<file path="src/rtl/npc_unit.sv">
// Next-PC generator for the single-cycle MIPS datapath.
// Produces PC+4 and the selected next PC combinationally, plus a
// one-cycle registered copy of the next PC and a redirect flag.
module npc_unit #(
   parameter logic [31:0] RESET_PC = 32'h0000_3000
) (
   input  logic        clk,
   input  logic        reset,
   input  logic [31:0] nPC_pc,
   input  logic [15:0] nPC_offset,
   input  logic [25:0] nPC_addr_j,
   input  logic [31:0] nPC_addr_reg,
   input  logic [1:0]  nPC_control,
   output logic [31:0] nPC_npc,
   output logic [31:0] nPC_pc_plus_4,
   output logic [31:0] nPC_npc_q,
   output logic        nPC_redirect_q
);

   typedef enum logic [1:0] {
      IFU_NORMAL = 2'b00,
      IFU_BRANCH = 2'b01,
      IFU_JUMP   = 2'b10,
      IFU_JREG   = 2'b11
   } ifuSel_e;

   ifuSel_e     selCtl;
   logic [31:0] pcPlus4;
   logic [31:0] branchOffset;
   logic [31:0] branchTarget;
   logic [31:0] jumpTarget;
   logic [31:0] npcNext;

   assign selCtl = ifuSel_e'(nPC_control);

   // Link value and sequential target; wraps silently at 2^32
   always_comb begin
      pcPlus4 = nPC_pc + 32'd4;
   end

   // Candidate targets: sign-extended word offset, and the region-relative
   // jump whose upper nibble comes from PC+4 (delay-slot region), not PC
   always_comb begin
      branchOffset = {{14{nPC_offset[15]}}, nPC_offset, 2'b00};
      branchTarget = pcPlus4 + branchOffset;
      jumpTarget   = {pcPlus4[31:28], nPC_addr_j, 2'b00};
   end

   // Next-PC select; all four encodings are meaningful
   always_comb begin
      npcNext = pcPlus4;
      case (selCtl)
         IFU_NORMAL: npcNext = pcPlus4;
         IFU_BRANCH: npcNext = branchTarget;
         IFU_JUMP:   npcNext = jumpTarget;
         IFU_JREG:   npcNext = nPC_addr_reg;
      endcase
   end

   assign nPC_npc       = npcNext;
   assign nPC_pc_plus_4 = pcPlus4;

   // Registered next PC and redirect flag, sampled every cycle
   always_ff @(posedge clk) begin
      if (reset) begin
         nPC_npc_q      <= RESET_PC;
         nPC_redirect_q <= 1'b0;
      end else begin
         nPC_npc_q      <= npcNext;
         nPC_redirect_q <= (selCtl != IFU_NORMAL);
      end
   end

endmodule

</file>
<file path="config.mk">
export PLATFORM = sky130hd
export DESIGN_NAME = npc_unit
export DESIGN_NICKNAME = d
export VERILOG_FILES = /design/src/rtl/npc_unit.sv
export SDC_FILE = /design/constraint.sdc
export NUM_CORES = 1
export LEC_CHECK = 0
export CAP_MARGIN = 10
export CORE_MARGIN = 3
export CORE_UTILIZATION = 46
export CTS_BUF_LIST = sky130_fd_sc_hd__clkbuf_8
export CTS_CLUSTER_SIZE = 40
export DETAILED_ROUTE_END_ITERATION = 8
export PLACE_DENSITY = 0.88
export RECOVER_POWER = 25
export SETUP_SLACK_MARGIN = 0.4
export SYNTH_ARGS = -nofsm -noshare
export SYNTH_HDL_FRONTEND = slang
export SYNTH_SLANG_ARGS = --single-unit
</file>
<file path="constraint.sdc">
create_clock -name clk -period 7.45 [get_ports clk]
set_input_delay 1.1175 -clock clk [delete_from_list [all_inputs] [get_ports clk]]
set_output_delay 1.1175 -clock clk [all_outputs]
set_load 0.02 [all_outputs]
</file>
# --- Word-level counts from Yosys, hierarchy flattened ---
# Index checks and enable logic that the tools add are counted.
# W data, S select, Z words.
word_totals:
  regBits: 33
  output_inout_bits: 97
  word_cells: 10
classes:
  addsub: 2
  eq_ne: 3
  mux: 1
  reduce_logical: 2
ops:
  columns: ["cell", "count"]
  rows:
  - ["$pmux W32 S4", 1]
  - ["$add A32 B3 Y32 const B", 1]
  - ["$add A32 B32 Y32", 1]
  - ["$eq A2 B2 Y1 const B", 2]
  - ["$eq A2 B1 Y1 const B", 1]
  - ["$logic_not A2 Y1", 1]
  - ["$reduce_bool A2 Y1", 1]

# --- Logic depth before layout (Yosys ltp) ---
depth:
  word_depth: 3
  depth_mapped: 14

# --- Worst setup path after synthesis ---
# Ideal clock, no wire load.
synth_path:
  kind: "input to output"
  startpoint: "in nPC_pc[9]"
  endpoint: "out nPC_npc[31]"
  t_arrival_ps: 4650
  required_time_ps: 6332
  setup_slack_ps: 1682
  cell_stages: 14
  cell_sequence: "nand3_2 or2_0 buf_2 nor4_1 xor2_1 ha_1 clkbuf_1 and4_1 a211o_1 o22a_1 and2_1 a311oi_1 a211oi_1 nor3_1"
synth_via:
  elab_chain_len: 3
synth_lines:
  columns: ["element", "line_no", "text"]
  rows:
  - ["from (decl)", "9", "input logic [31:0] nPC_pc,"]
  - ["$add A32 B3 Y32", "38", "pcPlus4 = nPC_pc + 32'd4;"]
  - ["via nPC_pc_plus_4[25]", "15", "output logic [31:0] nPC_pc_plus_4,"]
  - ["$add A32 B32 Y32", "45", "branchTarget = pcPlus4 + branchOffset;"]
  - ["$pmux W32 S4", "52", "case (selCtl)"]
  - ["to (decl)", "14", "output logic [31:0] nPC_npc,"]
# The timed path passes the listed nets, and every way through them passes these cells.

# --- Worst setup path in the final report ---
layout_path:
  startpoint: "in nPC_pc[2]"
  endpoint: "out nPC_npc[31]"
layout_via:
  elab_chain_len: 3
layout_lines:
  columns: ["element", "line_no"]
  rows:
  - ["$add A32 B3 Y32 *", "38"]
  - ["$add A32 B32 Y32", "45"]
  - ["$pmux W32 S4 *", "52"]
# Every way passes the cells marked *; elsewhere a longest branch is shown, timed or not.

==> results.py <==
metrics = {
    "clock_network": {
        "cts_buffer_depth": 2,
        "numCtsBuffers": 5,
        "cts_tree": "done",
        "cts.sinks": 33,
        "htreeDepth": 2,
        "cts_root_buf": "clkbuf_8",
        "clk_pin_slew_ns": 0.07,
    },
    "finish": {
        "most-common-layout-cells": "clkdlybuf4s50_1 (174), nand2_1 (48), a21oi_1 (33), dfxtp_1 (33), dlygate4sd3_1 (32)",
        "diodes": 0,
        "final_cell_area_um2": 6467,
        "mostFrequentLayoutCell": "clkdlybuf4s50_1",
        "fin_nets": 854,
        "drive_above_1_share": 0.08873,
        "fin_util": 0.7380,
        "area_growth_pct": 55.27,
    },
    "global_route": {
        "grt_pass1_wl_um": 26130,
        "grt_pass1_vias": 4848,
        "grt_remaining_overflow": 0,
        "grt_antenna_before_repair": 0,
        "grt_max_degree": 29,
        "grt.total_usage": 0.3205,
    },
    "power": {
        "switching_power_mw": 0.3409,
        "power_mw": 0.8430,
        "power_frac_seq": 0.234,
        "switching_share": 0.4044,
        "power_leakage_nw": 2.664,
        "ir_worst_vdd_mv": 0.07950,
        "powerDensity_nw_per_um2": 130.3,
        "intPower_mw": 0.5021,
        "pwr-share-clk": 0.149,
        "p_comb_frac": 0.617,
    },
    "placed_design": {
        "gp_congestion": 0.9452,
        "port-buffer-count": 206,
        "hpwl_um": 13900,
        "place_area_um2": 6279,
    },
    "drt": {
        "drt_wl_total_um": 16900,
        "wl_per_cell_um": 20.65,
        "wl_met1_um": 7497,
        "drt_first_pass_iters": 6,
        "via_count": 5004,
        "ant_nets": 0,
        "wl_met3_um": 1445,
        "drc_errors": 0,
        "first_iter_violations": 478,
        "met2_length_um": 7652,
        "highest_layer": "met4",
        "drt-vias-per-instance": 6.117,
    },
    "worst_setup_path": {
        "crit_family": "simple AND/OR/NAND/NOR gates",
        "crit_cells": 15,
        "cp_slowest_stage_delay_ns": 0.64,
        "end_kind": "output port",
        "cp_slowest_cell": "clkdlybuf4s50_1",
        "worst-path-buf-inv": 3,
        "startpoint_type": "primary input",
        "path_class": "primary input to output port",
        "cp.required_ns": 6.33,
        "critPathArrivalTime_ns": 5.71,
        "crit_chain": "clkdlybuf4s50_1 -> ha_1 -> nand2_1 -> nor4_4 -> buf_4 -> xor2_1 -> ha_1 -> a21oi_1 -> o21ai_1 -> a22oi_1 -> nand3_1 -> or3_1 -> and4_1 -> nor3_1 -> clkdlybuf4s50_1",
        "cp_max_fo": 7,
    },
    "floorplanning": {
        "coreArea_um2": 8763,
        "rows": 34,
        "chipWidth_um": 101.2,
        "fp.dieH_um": 101.2,
        "pin_count": 207,
        "die-area_um2": 10230,
        "start_util": 0.4753,
    },
    "sta": {
        "timing.hold.ws_ns": 1.520,
        "max_slew.worst_pin.slew_ns": 1.035,
        "fin_crit_sh": 0.9165,
        "finalMaxSlewViolations": 0,
        "rsz0062_at_grt": "false",
        "max_freq_ghz": 0.1465,
        "hold_viol": 0,
        "fin_setup_tns_ns": 0,
        "period_needed_ns": 6.828,
        "slew_headroom": 0.3094,
        "setup_viol": 0,
    },
    "synthesis": {
        "syn-mean-instance-area_um2": 8.104,
        "synth_cell_types": 76,
        "syn_area_um2": 4165,
        "async_flop_share": 0,
        "synth-seq-cells": 33,
        "syn_inst": 514,
        "synth_flop_cell": "dfxtp_1",
        "ys_seq_area_frac": 0.1586,
        "yosys_warnings": 0,
        "syn_nets": 659,
        "synth_edf_count": 0,
    },
    "run": {
        "maxCapViolations": 0,
    },
    "worst_hold_path": {
        "hold_path_depth": 3,
        "hold_class": "primary input to register",
    },
    "status": {
        "status": "finished clean",
    },
}
## metrics by stage
| step | cells | setup slack, ns |
|---|---|---|
| after floorplan | 514 | 1.682 |
| after global placement | 807 | 0.5268 |
| final | 818 | 0.6218 |
| after CTS | 815 | 0.4633 |
| after detailed placement | 807 | 0.4730 |
| after global routing | 818 | 0.3750 |
## power by group through the flow
stage | logic [mW] | registers [mW] | clock network (mW)
2_1_floorplan | 0.263 | 0.224 | 0
3_3_place_gp | 0.506 | 0.201 | 0
3_5_place_dp | 0.511 | 0.202 | 0
4_1_cts | 0.515 | 0.198 | 0.127
5_1_grt | 0.554 | 0.199 | 0.132
6_report | 0.520 | 0.197 | 0.126
## sequential cells by signal, indices dropped and copies added, names as in the netlist
name and cells:
nPC_npc_q 32, nPC_redirect_q 1
## cell families after synthesis
group / Yosys count / share of synthesized area
xor+xnor: 43 / 0.09222
compound gates: 140 / 0.2373
buf+inv: 42 / 0.04265
fa+ha+maj: 35 / 0.1069
flops: 33 / 0.1586
simple gates: 194 / 0.2520
mux: 27 / 0.1102
## cell type report
type                       count  area, um^2
clock inverter                 3       13.76
clock buffer                   5       68.82
fill                         695        2296
inverter                      17       63.81
tap                          108       135.1
multi-input combinational    439        3411
timing repair buffer         213        2115
sequential                    33       660.6
## final timing paths
path | end | slack (ns) | start
max | nPC_npc[31] | 0.62 | nPC_pc[2]
min | nPC_npc_q[30]$_SDFF_PP0_ | 1.52 | nPC_addr_reg[30]
## worst min-delay path: stages
cell	delay (ns)
clkdlybuf4s50_1	0.40
o22ai_1	0.15
nor3_1	0.08
## what timing repair did
action,CTS,global route
hold buffers,0,0
setup buffers,0,3
endpoints found under the setup margin,0,4
endpoints found under the hold margin,0,0
resized for setup,0,14
## synth_stat cells, types with 3 or more instances
library cell | count | share of area
nand2_1 | 48 | 0.043
a21oi_1 | 34 | 0.041
ha_1 | 34 | 0.10
dfxtp_1 | 33 | 0.16
nor2_1 | 30 | 0.027
xnor2_1 | 24 | 0.050
and2_1 | 21 | 0.032
o21ai_0 | 19 | 0.023
nand3_1 | 18 | 0.022
xor2_1 | 18 | 0.038
inv_1 | 16 | 0.014
clkbuf_1 | 15 | 0.014
mux4_2 | 15 | 0.081
nor3_1 | 14 | 0.017
a21o_1 | 12 | 0.022
mux2i_1 | 11 | 0.026
and3_1 | 10 | 0.015
nand4_1 | 10 | 0.015
and4_1 | 8 | 0.017
a31oi_1 | 7 | 0.011
nor4_1 | 7 | 0.011
o21a_1 | 7 | 0.013
or3_1 | 7 | 0.011
a211oi_1 | 6 | 0.011
o211ai_1 | 5 | 0.0090
o22ai_1 | 5 | 0.0075
a211o_1 | 4 | 0.0084
buf_2 | 4 | 0.0048
nand2b_1 | 4 | 0.0060
or2_2 | 4 | 0.0060
a32oi_1 | 3 | 0.0063
buf_1 | 3 | 0.0027
nand3b_1 | 3 | 0.0054
## layer usage
| metal | vias up | track usage |
|---|---|---|
| met5 | - | 0 |
| met4 | 0 | 0.07566 |
| met3 | 31 | 0.03719 |
| met2 | 265 | 0.4975 |
| met1 | 2371 | 0.4745 |
| li1 | 2337 | - |
Power figures use the tool's default switching activity.
